--- src/rtl/sq_wave_pkg.sv ---
// Shared types, widths and first-phase helpers for the multi-channel square-wave generator.
// Latency: n/a (types and pure functions only).
// Backpressure: n/a.
package sq_wave_pkg;

   // Default geometry; the top exposes these as parameters for the port widths
   localparam int SQ_CH       = 4;
   localparam int SQ_N        = 8;
   localparam int SQ_BW       = 8;
   localparam int SQ_PRESCALE = 10;

   typedef enum logic [1:0] {
      IDLE = 2'd0,
      HIGH = 2'd1,
      LOW  = 2'd2
   } sq_state_t;

   // One channel's programming: high ticks, low ticks, periods per burst (0 = run forever)
   typedef struct packed {
      logic [SQ_N-1:0]  m;
      logic [SQ_N-1:0]  n;
      logic [SQ_BW-1:0] burst;
   } ch_cfg_t;

   // Phase a period starts in: HIGH when m is non-zero, otherwise LOW, IDLE when both are zero
   function automatic sq_state_t first_state(input ch_cfg_t c);
      if (c.m != '0)      return HIGH;
      else if (c.n != '0) return LOW;
      else                return IDLE;
   endfunction

   // Tick counter load for the first phase; only ever loads x-1 for a non-zero x, so no wrap
   function automatic logic [SQ_N-1:0] first_cnt(input ch_cfg_t c);
      if (c.m != '0)      return c.m - SQ_N'(1);
      else if (c.n != '0) return c.n - SQ_N'(1);
      else                return '0;
   endfunction

endpackage

--- src/rtl/sq_wave_channel.sv ---
// One square-wave channel: HIGH/LOW FSM, tick counter, burst counter, double-buffered config.
// Latency: q/busy/period_done are registered, one clk after the tick that changes state.
// Backpressure: pend_vld high while a shadow config waits for the period end; the top stalls writes to it.
module sq_wave_channel
   import sq_wave_pkg::*;
(
   input  logic    clk,
   input  logic    reset,
   input  logic    en,
   input  logic    sync,
   input  logic    tick,
   input  logic    wr_vld,
   input  ch_cfg_t wr_cfg,
   output logic    q,
   output logic    period_done,
   output logic    busy,
   output logic    pend_vld
);

   sq_state_t        state, state_nxt;
   logic [SQ_N-1:0]  cnt, cnt_nxt;
   logic [SQ_BW-1:0] rem, rem_nxt;
   ch_cfg_t          act_cfg, act_nxt;
   ch_cfg_t          pend_cfg, pend_cfg_nxt;
   ch_cfg_t          eff_cfg;
   logic             pend_nxt;
   logic             armed, armed_nxt;
   logic             done_nxt;
   logic             period_end;

   // Config that the next period start will use: a waiting shadow copy wins over the active one
   assign eff_cfg = pend_vld ? pend_cfg : act_cfg;

   // Period end detection: last tick of LOW, or last tick of HIGH when there is no LOW phase
   always_comb begin
      period_end = 1'b0;
      if (en && !sync && tick && (cnt == '0)) begin
         if (state == LOW)                         period_end = 1'b1;
         else if (state == HIGH && act_cfg.n == '0) period_end = 1'b1;
      end
   end

   // Next-state logic; priority is sync > en-drop > tick, and writes always land in the shadow
   always_comb begin
      state_nxt    = state;
      cnt_nxt      = cnt;
      rem_nxt      = rem;
      act_nxt      = act_cfg;
      pend_cfg_nxt = pend_cfg;
      pend_nxt     = pend_vld;
      armed_nxt    = armed;
      done_nxt     = 1'b0;

      if (sync && en) begin
         // Park in IDLE with the latest config; the cleared prescaler launches every
         // enabled channel together on the first tick afterwards
         state_nxt = IDLE;
         cnt_nxt   = '0;
         act_nxt   = eff_cfg;
         pend_nxt  = 1'b0;
         armed_nxt = 1'b1;
      end else if (!en) begin
         // Drop straight to IDLE without a period_done; a waiting shadow survives until IDLE
         state_nxt = IDLE;
         cnt_nxt   = '0;
         armed_nxt = 1'b1;
         if (state == IDLE) begin
            act_nxt  = eff_cfg;
            pend_nxt = 1'b0;
         end
      end else begin
         case (state)
            IDLE: begin
               // Idle channels take a new config immediately; a fresh config re-arms after a burst
               act_nxt  = eff_cfg;
               pend_nxt = 1'b0;
               if (pend_vld) armed_nxt = 1'b1;
               if (tick && (armed || pend_vld)) begin
                  state_nxt = first_state(eff_cfg);
                  cnt_nxt   = first_cnt(eff_cfg);
                  rem_nxt   = eff_cfg.burst;
               end
            end
            HIGH: begin
               if (tick) begin
                  if (cnt != '0) begin
                     cnt_nxt = cnt - SQ_N'(1);
                  end else if (act_cfg.n != '0) begin
                     state_nxt = LOW;
                     cnt_nxt   = act_cfg.n - SQ_N'(1);
                  end
               end
            end
            LOW: begin
               if (tick && cnt != '0) cnt_nxt = cnt - SQ_N'(1);
            end
            default: begin
               state_nxt = IDLE;
               cnt_nxt   = '0;
            end
         endcase

         if (period_end) begin
            done_nxt = 1'b1;
            act_nxt  = eff_cfg;
            pend_nxt = 1'b0;
            if (rem != '0) begin
               // Burst: count down, and stay idle once the last period is out
               rem_nxt = rem - SQ_BW'(1);
               if (rem == SQ_BW'(1)) begin
                  state_nxt = IDLE;
                  cnt_nxt   = '0;
                  armed_nxt = 1'b0;
               end else begin
                  state_nxt = first_state(eff_cfg);
                  cnt_nxt   = first_cnt(eff_cfg);
               end
            end else begin
               // Continuous: restart at once, picking up a burst length if the new config has one
               rem_nxt   = eff_cfg.burst;
               state_nxt = first_state(eff_cfg);
               cnt_nxt   = first_cnt(eff_cfg);
            end
         end
      end

      if (wr_vld) begin
         pend_cfg_nxt = wr_cfg;
         pend_nxt     = 1'b1;
      end
   end

   // State and registered outputs; q/busy come from the next state so they match the state register
   always_ff @(posedge clk) begin
      if (reset) begin
         state       <= IDLE;
         cnt         <= '0;
         rem         <= '0;
         act_cfg     <= '0;
         pend_cfg    <= '0;
         pend_vld    <= 1'b0;
         armed       <= 1'b1;
         q           <= 1'b0;
         busy        <= 1'b0;
         period_done <= 1'b0;
      end else begin
         state       <= state_nxt;
         cnt         <= cnt_nxt;
         rem         <= rem_nxt;
         act_cfg     <= act_nxt;
         pend_cfg    <= pend_cfg_nxt;
         pend_vld    <= pend_nxt;
         armed       <= armed_nxt;
         q           <= (state_nxt == HIGH);
         busy        <= (state_nxt != IDLE);
         period_done <= done_nxt;
      end
   end

endmodule

--- src/rtl/multi_square_wave_gen.sv ---
// CH-channel programmable square-wave generator with shared prescaler and global sync.
// Latency: outputs registered; a synced channel's first edge appears PRESCALE clks after sync.
// Backpressure: cfg_ready drops while the addressed channel still holds an unapplied shadow config.
module multi_square_wave_gen
   import sq_wave_pkg::*;
#(
   parameter int  CH       = SQ_CH,
   parameter int  N        = SQ_N,
   parameter int  BW       = SQ_BW,
   parameter int  PRESCALE = SQ_PRESCALE,
   localparam int CW       = (CH > 1) ? $clog2(CH) : 1
) (
   input  logic          clk,
   input  logic          reset,
   input  logic [CH-1:0] en,
   input  logic          sync,
   input  logic          cfg_valid,
   output logic          cfg_ready,
   input  logic [CW-1:0] cfg_ch,
   input  logic [N-1:0]  cfg_m,
   input  logic [N-1:0]  cfg_n,
   input  logic [BW-1:0] cfg_burst,
   output logic [CH-1:0] q,
   output logic [CH-1:0] period_done,
   output logic [CH-1:0] busy
);

   localparam int PW = (PRESCALE > 1) ? $clog2(PRESCALE) : 1;

   logic [PW-1:0] pre_cnt;
   logic          tick;
   logic [CH-1:0] pend_vld;
   logic [CH-1:0] wr_vld;
   ch_cfg_t       wr_cfg;

   assign tick   = (pre_cnt == PW'(PRESCALE - 1));
   assign wr_cfg = '{m: cfg_m, n: cfg_n, burst: cfg_burst};

   // Shared prescaler: 0..PRESCALE-1, cleared by sync so all channels see the same tick phase
   always_ff @(posedge clk) begin
      if (reset || sync) pre_cnt <= '0;
      else if (tick)     pre_cnt <= '0;
      else               pre_cnt <= pre_cnt + PW'(1);
   end

   // Ready mux: out-of-range channel numbers are always accepted and simply dropped
   always_comb begin
      cfg_ready = 1'b1;
      for (int i = 0; i < CH; i++) begin
         if (cfg_ch == CW'(i)) cfg_ready = !pend_vld[i];
      end
   end

   for (genvar i = 0; i < CH; i++) begin : g_ch
      assign wr_vld[i] = cfg_valid && cfg_ready && (cfg_ch == CW'(i));

      sq_wave_channel u_ch (
         .clk         (clk),
         .reset       (reset),
         .en          (en[i]),
         .sync        (sync),
         .tick        (tick),
         .wr_vld      (wr_vld[i]),
         .wr_cfg      (wr_cfg),
         .q           (q[i]),
         .period_done (period_done[i]),
         .busy        (busy[i]),
         .pend_vld    (pend_vld[i])
      );
   end

endmodule
--- config.mk ---
export PLATFORM = sky130hd
export DESIGN_NAME = multi_square_wave_gen
export DESIGN_NICKNAME = d
export VERILOG_FILES = /design/src/rtl/sq_wave_pkg.sv /design/src/rtl/sq_wave_channel.sv /design/src/rtl/multi_square_wave_gen.sv
export SDC_FILE = /design/constraint.sdc
export NUM_CORES = 1
export LEC_CHECK = 0
export BUFFER_PORTS_ARGS = -buffer_cell sky130_fd_sc_hd__clkbuf_2
export CAP_MARGIN = 20
export CORE_ASPECT_RATIO = 2
export CORE_MARGIN = 2
export CORE_UTILIZATION = 55
export CTS_BUF_LIST = sky130_fd_sc_hd__clkbuf_8 sky130_fd_sc_hd__clkbuf_16
export DETAILED_ROUTE_END_ITERATION = 12
export PLACE_DENSITY = 0.72
export SYNTH_ARGS = -nofsm -noshare
export SYNTH_HDL_FRONTEND = slang
export SYNTH_SLANG_ARGS = --single-unit
export TNS_END_PERCENT = 20
--- constraint.sdc ---
create_clock -name clk -period 7 [get_ports clk]
set_input_delay 0.7 -clock clk [delete_from_list [all_inputs] [get_ports clk]]
set_output_delay 0.7 -clock clk [all_outputs]
set_load 0.02 [all_outputs]
==> results.txt, run 1 <==
----------------------------------------------------
[Status]
  Outcome ... completed

[Timing]
  Pins over their slew limit ... 0
  Tightest slew margin relative to the limit ... between 20% and 30%
  Total negative slack ... 0 ns
  Post-layout min period ... roughly 3.4 ns
  Final worst-path setup slack ... 3.64 ns
  Portion of the clock cycle consumed by the worst path in the final layout ... 48.0%
  Final setup violation count ... 0
  Setup repair after global routing missed its margin ... false
  Actual transition at the worst max-transition pin ... roughly 1.1 ns
  Final hold violation count ... 0
  Maximum clock rate ... 298 MHz
  Worst clock skew on the final layout ... around 0.021 ns

[Routing]
  Final routed wirelength across all metal layers ... 45,800 um
  1st-pass router iterations ... 5
  Final routed DRC violation total ... 0
  Avg WL per Cell ... between 15 and 20 um
  DRC violation total after the first TritonRoute iteration ... between 1,000 and 1,500
  Via density per instance ... 6.23
  Post-route antenna net violation count ... 0
  Count of vias placed by the detailed router ... approximately 15,000

[Place]
  Half-perimeter wire length after placement ... between 30,000 and 40,000 um
  Routability cong. ... roughly 0.95
  Placement Setup Slack ... ~3.7 ns
  I/O Buffers ... 46

[Synthesis]
  Synthesized instance count ... 2,131
  Total of warnings raised by yosys ... 0
  Synthesized netlist net count ... between 2,000 and 2,500
  FF+latch count, synth ... 288
  Unique cell type count in the Yosys netlist ... 90
  Cell types with the largest area share after synthesis ... sky130_fd_sc_hd__dfxtp_1 35%, sky130_fd_sc_hd__nand2_1 7.5%, sky130_fd_sc_hd__a21oi_1 6.6%
  Most common cell in the netlist ... sky130_fd_sc_hd__nand2_1
  Yosys top cell area share ... between 30% and 40%
  Combined area of all synthesized cells ... 16,500 um^2
  Number of enable flip-flop cells after synthesis ... 0
  Share of synthesized flip-flops with an asynchronous set or reset ... 0%
  Post-Syn Area per Cell ... slightly below 8 um^2
  Leading register cell type out of synthesis ... sky130_fd_sc_hd__dfxtp_1
  Synth area leader ... sky130_fd_sc_hd__dfxtp_1
  Sequential area share after synthesis ... around a third
  Top cells by instance count after synthesis ... 331 x sky130_fd_sc_hd__nand2_1, 288 x sky130_fd_sc_hd__dfxtp_1, 219 x sky130_fd_sc_hd__a21oi_1

[Global route]
  Largest net degree at the start of global routing ... 166
  Number of global-route vias before repair ... approximately 15,000
  Fraction of met2 tracks used by global routing ... 50.8%
  First-pass GRT wire length ... roughly 74,000 um
  Most used routing layer ... met2
  Total routing resource utilization after global routing ... between 20% and 30%
  Grt met1 use ... approximately a third
  Global route overflow ... 0
  Routing usage on met3 ... 3.22%
  Initial antenna violation count ... 2

[Floorplanning]
  Overall die height ... roughly 250 um
  Initial core utilization ... between 50 and 60%
  Die outline area ... 31,500 um^2
  Count of pins on the block boundary ... 47
  Standard-cell row count ... between 80 and 90
  Core Region ... approximately 30,000 um^2
  Chip width ... between 100 and 150 um

[Worst setup path]
  Slowest-stage cell, CP ... sky130_fd_sc_hd__nand2_1
  Number of buffers and inverters on the critical path ... 1
  Arr. time, crit path ... roughly 3.8 ns
  Cell family with most CP delay ... simple AND/OR/NAND/NOR gates
  Highest fanout seen on the critical path ... 18
  Instance count on the critical path ... 9
  Endpoint of the most critical register-to-register path ... g_ch[1].u_ch.act_cfg[20]
  Startpoint Class ... flip-flop
  Cells traversed along the worst timing path ... inv_1 -> ha_1 -> or4b_1 -> o31ai_2 -> nand4_1 -> nand2_1 -> nand2_2 -> mux2i_1 -> nor2_1
  Reg2reg setup slack ... ~3.6 ns
  CP max stage delay ... about 0.63 ns
  CP Class ... reg2reg
  Source of the worst register-to-register timing path ... g_ch[1].u_ch.act_cfg[8]
  Worst Setup End Kind ... flip-flop
  R2r worst-path depth ... 9
  Required time at the worst-slack endpoint ... ~7.4 ns

[Clock network]
  Clock tree from TritonCTS ... yes
  Total setup buffers inserted after CTS ... 0
  Hold-fix buffers, CTS ... 0
  Register clock-pin slew on the reported worst setup and hold paths ... about 0.07 ns
  Clock latency at the later pin of the worst-skew pair ... 0.56 ns
  CTS Buffer Depth ... 3
  Post-cts resize count ... 0
  Total CTS buffers ... 27
  TritonCTS Sinks ... 288
  CTS root buffer ... sky130_fd_sc_hd__clkbuf_16
  Total number of H-tree levels ... 1

[Min path]
  Endpoint of the worst hold path ... g_ch[0].u_ch.act_cfg[4]
  Tightest Hold Check Type ... reg2reg
  Worst hold path depth ... 2
  Min-delay src ... g_ch[0].u_ch.act_cfg[4]

[Finish]
  Area added between synthesis and finish ... 6.70%
  Net count reported at finish ... ~2,100
  Antenna Diode Count ... 0
  Proportion of layout cells with a drive suffix above 1 ... ~7.4%

[Pwr]
  Leakage ... approximately 6.5 nW
  Power Density ... around 200 nW/um^2
  Peak ir drop on the vdd network ... between 0.0002 and 0.00025 V

[Flow run]
  Max-cap violation count ... 0

----------------------------------------------------
==> how the worst max path moves through the flow <==
stage / start / end / slack (ns)
after floorplan: g_ch[2].u_ch.pend_vld / g_ch[2].u_ch.cnt[0] / 3.68
after global routing: g_ch[3].u_ch.pend_vld / g_ch[3].u_ch.busy / 3.38
after global placement: g_ch[1].u_ch.act_cfg[8] / g_ch[1].u_ch.act_cfg[23] / 3.83
after CTS: g_ch[3].u_ch.pend_vld / g_ch[3].u_ch.busy / 3.68
final: g_ch[1].u_ch.act_cfg[8] / g_ch[1].u_ch.act_cfg[20] / 3.64
after detailed placement: g_ch[1].u_ch.act_cfg[8] / g_ch[1].u_ch.act_cfg[20] / 3.69
==> cells by family after synthesis <==
family | count (synthesis) | synth area share, %
and+or+nand+nor | 835 | 23.5
AOI/OAI and AO/OA | 564 | 21.5
DFF | 288 | 34.9
buffers and inverters | 195 | 5.01
muxes | 116 | 7.14
xor gates and xnor gates | 96 | 5.09
adders and majority gates | 37 | 2.81
==> tightest hold or removal path: cells and delay by family, from the launching register on <==
kind / cells / cell delay, ns
flops: 1 / 0.31
compound gates: 1 / 0.05
simple gates: 1 / 0.05
==> through the flow <==
step	total power, mW	hold slack [ns]	std cells	util (%)	area, um^2
floorplan	1.88	0.433	2131	-	16500
global placement	1.96	0.439	2404	56.5	16700
detailed placement	1.96	0.447	2404	56.5	16700
CTS	3.54	0.456	2452	59.7	17600
global route	3.62	0.473	2452	59.7	17600
finish	3.51	0.452	2452	59.7	17600
==> cells in the final DEF (no fill, tap or decap), drive strengths merged, types with 12 or more instances in the layout <==
master / synthesis / layout
dfxtp: 288 / 288
o211ai: 14 / 14
xnor2: 59 / 59
nor4: 25 / 25
a21oi: 220 / 220
buf: 54 / 12
inv: 46 / 49
nand3: 84 / 84
o21ai: 106 / 106
clkbuf: 95 / 76
ha: 37 / 37
mux2: 14 / 14
nor2: 192 / 192
nor3: 60 / 60
nand2b: 26 / 26
nand2: 334 / 334
a211oi: 55 / 55
nor3b: 17 / 17
a31oi: 12 / 12
or3: 12 / 12
a22oi: 22 / 22
or4: 13 / 13
nand3b: 14 / 14
nor2b: 16 / 16
xor2: 37 / 37
mux2i: 102 / 102
o22ai: 35 / 35
==> power by group <==
group | total [mW] | switching (mW) | internal, mW
Combinational | 0.245 | 0.160 | 0.0849
Sequential | 1.68 | 0.0235 | 1.66
Clock | 1.59 | 0.662 | 0.923
==> area by class of cell <==
| type | count | area [um^2] |
|---|---|---|
| well taps | 364 | 455 |
| fillers | 2657 | 11900 |
| repair buffers | 58 | 342 |
| inverters | 46 | 173 |
| clock buffers | 30 | 717 |
| multi-input cells | 1648 | 9920 |
| clock inverters | 18 | 231 |
| flip-flops and latches | 288 | 5770 |
==> per-layer routing <==
layer	wire length, um	part of all wire [%]
met1	17600	38
met2	23500	51
met3	2150	4.7
met4	2500	5.4
met5	26	0.057
==> state kept, by name (all words and copies together), names as in the netlist <==
signal	count
g_ch.u_ch.act_cfg	96
g_ch.u_ch.armed	4
g_ch.u_ch.busy	4
g_ch.u_ch.cnt	32
g_ch.u_ch.pend_cfg	96
g_ch.u_ch.pend_vld	4
g_ch.u_ch.period_done	4
g_ch.u_ch.q	4
g_ch.u_ch.rem	32
g_ch.u_ch.state	8
pre_cnt	4
No activity file was read; power rests on OpenSTA's default activity.
==> run 2: changes to the inputs <==
- clock period: 7 -> 3.3 ns (I/O delays scaled with it)
==> run 2 against run 1 <==
  * Utilization is 0.73 points higher
  * Die area stayed put
  * Count of clock-buffer cells in the layout is 2 higher
  * Hold slack worse by 0.35 ns
  * Critical path type unchanged
==> results.txt, run 2 (synthesis results as in run 1) <==
----------------------------------------------------
[Clock network]
  Clock latency at the later pin of the worst-skew pair ... ~0.56 ns
  Total CTS buffers ... 27
  CTS Buffer Depth ... 3
  CTS root buffer ... sky130_fd_sc_hd__clkbuf_16
  Register clock-pin slew on the reported worst setup and hold paths ... 0.07 ns
  Post-cts resize count ... 0
  Total number of H-tree levels ... 1
  Clock tree from TritonCTS ... yes
  TritonCTS Sinks ... between 200 and 300
  Total setup buffers inserted after CTS ... 0
  Hold-fix buffers, CTS ... 0

[Pwr]
  Leakage ... ~6.7 nW
  Peak ir drop on the vdd network ... 0.000348 V
  Power Density ... ~410 nW/um^2

[Timing]
  Maximum clock rate ... ~340 MHz
  Final hold violation count ... 0
  Tightest slew margin relative to the limit ... 30.9%
  Actual transition at the worst max-transition pin ... about 1.0 ns
  Post-layout min period ... approximately 2.9 ns
  Worst clock skew on the final layout ... 0.0144 ns
  Setup repair after global routing missed its margin ... false
  Total negative slack ... 0 ns
  Final setup violation count ... 0
  Hold Worst Slack ... about 0.10 ns
  Pins over their slew limit ... 0
  Portion of the clock cycle consumed by the worst path in the final layout ... 88.0%

[Worst setup path]
  Worst setup startpoint ... g_ch[1].u_ch.pend_vld
  Slowest-stage cell, CP ... sky130_fd_sc_hd__o211ai_1
  CP max stage delay ... 0.74 ns
  Source of the worst register-to-register timing path ... g_ch[1].u_ch.pend_vld
  CP Class ... reg2reg
  Reg2reg setup slack ... 0.40 ns
  Cells traversed along the worst timing path ... nor3b_1 -> o22ai_1 -> o211ai_1 -> o21ai_0 -> nand2b_1 -> a31oi_1 -> or2_1
  Required time at the worst-slack endpoint ... between 3 and 4 ns
  Arr. time, crit path ... 3.35 ns
  Highest fanout seen on the critical path ... 24
  Startpoint Class ... flip-flop
  Worst Setup End Kind ... flip-flop

[Floorplanning]
  Overall die height ... around 250 um
  Standard-cell row count ... 89
  Die outline area ... approximately 31,000 um^2
  Chip width ... 126 um
  Initial core utilization ... between 50% and 60%
  Count of pins on the block boundary ... 47
  Core Region ... between 20,000 and 30,000 um^2

[Place]
  I/O Buffers ... 46
  Half-perimeter wire length after placement ... 34,300 um
  Routability cong. ... a little under 1
  Number of cells after detailed placement ... roughly 2,400

[Global route]
  Total routing resource utilization after global routing ... ~30%
  Number of global-route vias before repair ... about 15,000
  Global route overflow ... 0
  Initial antenna violation count ... 0
  Largest net degree at the start of global routing ... 96
  First-pass GRT wire length ... about 76,000 um

[Finish]
  Fin util ... 60.4%
  Filler Cells Inserted ... around 2,700
  Most frequent standard cell in the layout excluding fill and tap cells ... sky130_fd_sc_hd__nand2_1
  Footprint of the flip-flops and latches ... between 5000 and 6000 um^2
  Proportion of layout cells with a drive suffix above 1 ... under 10%
  Regs by FF count ... g_ch.u_ch.act_cfg x96, g_ch.u_ch.pend_cfg x96
  Net count reported at finish ... about 2,200
  Leading cell types in the layout, fill and taps excluded ... 331 x sky130_fd_sc_hd__nand2_1, 284 x sky130_fd_sc_hd__dfxtp_1, 219 x sky130_fd_sc_hd__a21oi_1, 192 x sky130_fd_sc_hd__nor2_1, 102 x sky130_fd_sc_hd__mux2i_1
  Area added between synthesis and finish ... 8.01%
  Antenna Diode Count ... 0
  Final Instance Count excl. Fillers ... approximately 2,500
  Footprint of the multi-input gates ... slightly below 10,000 um^2

[Routing]
  Final routed wirelength across all metal layers ... approximately 47,000 um
  Final routed DRC violation total ... 0
  DRC violation total after the first TritonRoute iteration ... 1,183
  Count of vias placed by the detailed router ... 15,500
  1st-pass router iterations ... 5
  Avg WL per Cell ... 19.1 um
  Post-route antenna net violation count ... 0
  Via density per instance ... 6.22

[Flow run]
  Max-cap violation count ... 0

[Min path]
  Min-delay src ... cfg_burst[5]
  Tightest Hold Check Type ... in2reg

[Status]
  Outcome ... completed

----------------------------------------------------
## run 2: changes by cell type in the layout (fill, tap and decap cells not counted), sizes merged
| cell | before | now |
|---|---|---|
| bufinv | 5 | 3 |
| inv | 49 | 52 |
| buf | 12 | 48 |
| clkinvlp | 4 | 1 |
| clkbuf | 76 | 78 |
| clkinv | 6 | 7 |
## run 2: worst max-delay path, delay by kind of cell (launching register included)
| kind | cells | cell delay [ns] |
|---|---|---|
| AND/OR/NAND/NOR | 3 | 0.79 |
| AO/OA/AOI/OAI | 4 | 1.27 |
| flip-flops | 1 | 0.73 |
## run 2: final cells by class
| type | instances | share of cell area, % |
|---|---|---|
| Sequential cell | 288 | 32.4 |
| Multi-Input combinational cell | 1648 | 55.7 |
| Clock buffer | 32 | 4.18 |
| Timing Repair Buffer | 94 | 3.36 |
| Inverter | 46 | 0.969 |
| Tap cell | 364 | 2.55 |
| Clock inverter | 17 | 0.912 |
## run 2: report_power, final
group          internal, mW  switching [mW]  total [mW]
Sequential             3.52          0.0582        3.58
Clock                  1.84            1.40        3.24
Combinational         0.186           0.343       0.529
## run 2: metrics by stage
| step | cell area (um^2) | total power, mW | setup slack, ns |
|---|---|---|---|
| 6_report | 17800 | 7.34 | 0.397 |
| 3_3_place_gp | 16900 | 4.17 | 0.508 |
| 4_1_cts | 17800 | 7.37 | 0.421 |
| 5_1_grt | 17800 | 7.57 | 0.165 |
| 2_1_floorplan | 16500 | 3.99 | 0.0592 |
| 3_5_place_dp | 16900 | 4.18 | 0.436 |
## run 2: layer usage
| metal | vias to the layer above | wire length (um) | GRT usage, % |
|---|---|---|---|
| met1 | 7348 | 17800 | 32.1 |
| met3 | 160 | 1970 | 3.20 |
| li1 | 7523 | - | - |
| met2 | 461 | 25200 | 55.1 |
| met5 | - | 0 | 0 |
| met4 | 0 | 2470 | 13.8 |
## run 2: worst paths after layout
path | cells after the start | endpoint
max reg2reg | 7 | g_ch[1].u_ch.busy
max | 7 | g_ch[1].u_ch.busy
min reg2reg | 2 | g_ch[3].u_ch.act_cfg[7]
min | 3 | g_ch[1].u_ch.pend_cfg[5]
==> run 3: changes to the inputs <==
- CTS_CLUSTER_DIAMETER: not set -> 150
- SYNTH_HIERARCHICAL: not set -> 1
==> run 3 against run 2 <==
  * Wire length down 2.6%
  * Critical path depth up 3
  * Count of clock-buffer cells in the layout did not move
  * Power up 2.8%
  * Sequential share of layout area down 0.86 points
  * Largest power group unchanged
  * Final area up 2.7%
  * Flip-flop and latch count is the same
  * Register-to-register slack got worse by 0.15 ns
==> results.txt, run 3 <==
----------------------------------------------------
[Global route]
  Number of global-route vias before repair ... about 15,000
  First-pass GRT wire length ... 74,200 um
  Global route overflow ... 0
  Total routing resource utilization after global routing ... 28.2%
  Largest net degree at the start of global routing ... 110
  Initial antenna violation count ... 0

[Synthesis]
  Leading register cell type out of synthesis ... sky130_fd_sc_hd__dfxtp_1
  Synth area leader ... sky130_fd_sc_hd__dfxtp_1
  Total of warnings raised by yosys ... 6
  Synthesized instance count ... roughly 2,000
  Combined area of all synthesized cells ... between 15,000 and 20,000 um^2
  FF+latch count, synth ... about 290
  Most common cell in the netlist ... sky130_fd_sc_hd__nor2_1
  Cell types with the largest area share after synthesis ... sky130_fd_sc_hd__dfxtp_1 34%, sky130_fd_sc_hd__mux2i_1 12%, sky130_fd_sc_hd__nor2_1 6.7%
  Yosys top cell area share ... between 30% and 40%
  Unique cell type count in the Yosys netlist ... 95
  Top cells by instance count after synthesis ... 300 x sky130_fd_sc_hd__nor2_1, 288 x sky130_fd_sc_hd__dfxtp_1, 210 x sky130_fd_sc_hd__mux2i_1
  Share of synthesized flip-flops with an asynchronous set or reset ... 0%
  Post-Syn Area per Cell ... ~8.5 um^2
  Synthesized netlist net count ... 2,063
  Sequential area share after synthesis ... around a third
  Number of enable flip-flop cells after synthesis ... 0

[Timing]
  Setup repair after global routing missed its margin ... false
  Final setup violation count ... 0
  Hold Worst Slack ... around 0.15 ns
  Post-layout min period ... 3.06 ns
  Actual transition at the worst max-transition pin ... just over 0.9 ns
  Final hold violation count ... 0
  Pins over their slew limit ... 0
  Maximum clock rate ... 327 MHz
  Portion of the clock cycle consumed by the worst path in the final layout ... 92.6%
  Tightest slew margin relative to the limit ... a little under two fifths
  Worst clock skew on the final layout ... between 0.02 and 0.025 ns
  Total negative slack ... 0 ns

[Worst setup path]
  Source of the worst register-to-register timing path ... pre_cnt[0]
  Startpoint Class ... flip-flop
  Cell family with most CP delay ... simple AND/OR/NAND/NOR gates
  Cells traversed along the worst timing path ... ha_1 -> and3b_2 -> buf_4 -> nand3b_1 -> nor3_2 -> nand3_1 -> o22ai_2 -> o311a_1 -> o21ai_1 -> a31oi_1
  CP Class ... reg2reg
  Worst Setup End Kind ... flip-flop
  CP max stage delay ... approximately 0.47 ns
  Worst setup startpoint ... pre_cnt[0]
  Required time at the worst-slack endpoint ... about 3.8 ns
  Arr. time, crit path ... 3.55 ns
  Slowest-stage cell, CP ... sky130_fd_sc_hd__and3b_2
  Highest fanout seen on the critical path ... 11
  Number of buffers and inverters on the critical path ... 1

[Routing]
  Met3 routed wirelength ... 1870 um
  Via density per instance ... 6.30
  Final routed DRC violation total ... 0
  Avg WL per Cell ... between 15 and 20 um
  1st-pass router iterations ... 5
  Highest Signal Layer ... met4
  Post-route antenna net violation count ... 0
  Count of vias placed by the detailed router ... 14,900
  Detailed-route wire length on metal 1 ... 17,700 um
  DRC violation total after the first TritonRoute iteration ... just under 1,000
  Final routed wirelength across all metal layers ... around 46,000 um
  Total length of routed met2 wires ... 23,600 um

[Floorplanning]
  Initial core utilization ... a little under three fifths
  Core Region ... between 30,000 and 40,000 um^2
  Standard-cell row count ... 90
  Count of pins on the block boundary ... 47
  Die outline area ... 32,300 um^2
  Overall die height ... 252 um
  Chip width ... about 130 um

[Place]
  Placed cell areas ... 17,300 um^2
  Routability cong. ... around 0.96
  I/O Buffers ... 46
  Half-perimeter wire length after placement ... around 34,000 um

[Finish]
  Footprint of the flip-flops and latches ... around 5800 um^2
  Proportion of layout cells with a drive suffix above 1 ... a little under an eighth
  Fin util ... roughly three fifths
  Most frequent standard cell in the layout excluding fill and tap cells ... sky130_fd_sc_hd__nor2_1
  Area added between synthesis and finish ... 8.21%
  Cell area after layout ... between 15,000 and 20,000 um^2
  Filler Cells Inserted ... approximately 2,700
  Regs by FF count ... g_ch.u_ch/act_cfg x96, g_ch.u_ch/pend_cfg x96
  Leading cell types in the layout, fill and taps excluded ... 300 x sky130_fd_sc_hd__nor2_1, 284 x sky130_fd_sc_hd__dfxtp_1, 210 x sky130_fd_sc_hd__mux2i_1, 111 x sky130_fd_sc_hd__nand2_1, 100 x sky130_fd_sc_hd__o21ai_0
  Antenna Diode Count ... 0
  Net count reported at finish ... between 2,000 and 2,500
  Footprint of the multi-input gates ... between 10,000 and 15,000 um^2

[Clock network]
  Total setup buffers inserted after CTS ... 0
  CTS root buffer ... sky130_fd_sc_hd__clkbuf_16
  Clock latency at the later pin of the worst-skew pair ... approximately 0.56 ns
  Total CTS buffers ... 27
  Hold-fix buffers, CTS ... 0
  Clock tree from TritonCTS ... yes
  Register clock-pin slew on the reported worst setup and hold paths ... about 0.070 ns
  CTS Buffer Depth ... 3
  Total number of H-tree levels ... 1
  TritonCTS Sinks ... 288
  Post-cts resize count ... 0

[Pwr]
  Leakage ... roughly 7.0 nW
  Power Density ... slightly above 400 nW/um^2
  Peak ir drop on the vdd network ... 0.000406 V

[Status]
  Outcome ... completed

[Flow run]
  Max-cap violation count ... 0

[Min path]
  Min-delay src ... cfg_m[6]
  Tightest Hold Check Type ... in2reg

----------------------------------------------------
run 3: changes by cell type after synthesis, sizes merged, moves of 8 or more:
cell    previous run  this run
a211oi            55        74
a21oi            220        96
a22oi             22        12
a31oi             12        26
clkbuf            95        60
mux2i            102       212
nand2            334       111
nand2b            26        18
nand3             84        61
nor2             192       300
nor3              60        51
nor3b             17        39
o21ai            106       114
xnor2             59        47
run 3: power by group:
| group | switching (mW) | total, mW | internal (mW) |
|---|---|---|---|
| registers | 0.0530 | 3.57 | 3.52 |
| clock network | 1.46 | 3.42 | 1.95 |
| logic | 0.342 | 0.555 | 0.213 |
run 3: worst paths after layout:
kind                               end  slack [ns]  depth (start not counted)
max reg2reg        g_ch[2].u_ch/cnt[7]        0.24                         10
min          g_ch[2].u_ch/pend_cfg[22]        0.15                          3
min reg2reg    g_ch[2].u_ch/act_cfg[5]        0.46                          2
max                g_ch[2].u_ch/cnt[7]        0.24                         10
run 3: cell type report:
type,instances,area share [%]
well taps,368,2.51
clock buffers,32,4.07
repair buffers,85,2.96
multi-input cells,1531,56.7
flip-flops and latches,288,31.5
clock inverters,17,1.25
inverters,48,0.984
run 3: stage by stage:
step           cells  total power, mW  setup slack (ns)
2_1_floorplan   1991             4.02            0.0518
3_3_place_gp    2320             4.19             0.253
3_5_place_dp    2320             4.20            0.0674
4_1_cts         2369             7.62            0.0557
5_1_grt         2369             7.80             0.107
6_report        2369             7.55             0.243
run 3: cell families after synthesis:
logic type,share of synthesized area (%)
DFF,34.1
and+or+nand+nor,21.2
AOI/OAI and AO/OA,19.1
adders and majority gates,2.81
buffers and inverters,4.82
xor gates and xnor gates,4.35
muxes,13.6
run 3: worst reg2reg max path, delay by kind of cell (launching register included):
| family | cells | cell delay [ns] |
|---|---|---|
| buf+inv | 1 | 0.22 |
| flops | 1 | 0.40 |
| compound gates | 4 | 0.84 |
| simple gates | 4 | 1.36 |
| fa+ha+maj | 1 | 0.17 |
run 3: routing by layer:
metal / vias up / GRT usage, %
met1: 7097 / 30.9
met3: 190 / 3.18
li1: 7211 / -
met4: 0 / 17.9
met2: 433 / 50.9
met5: - / 0
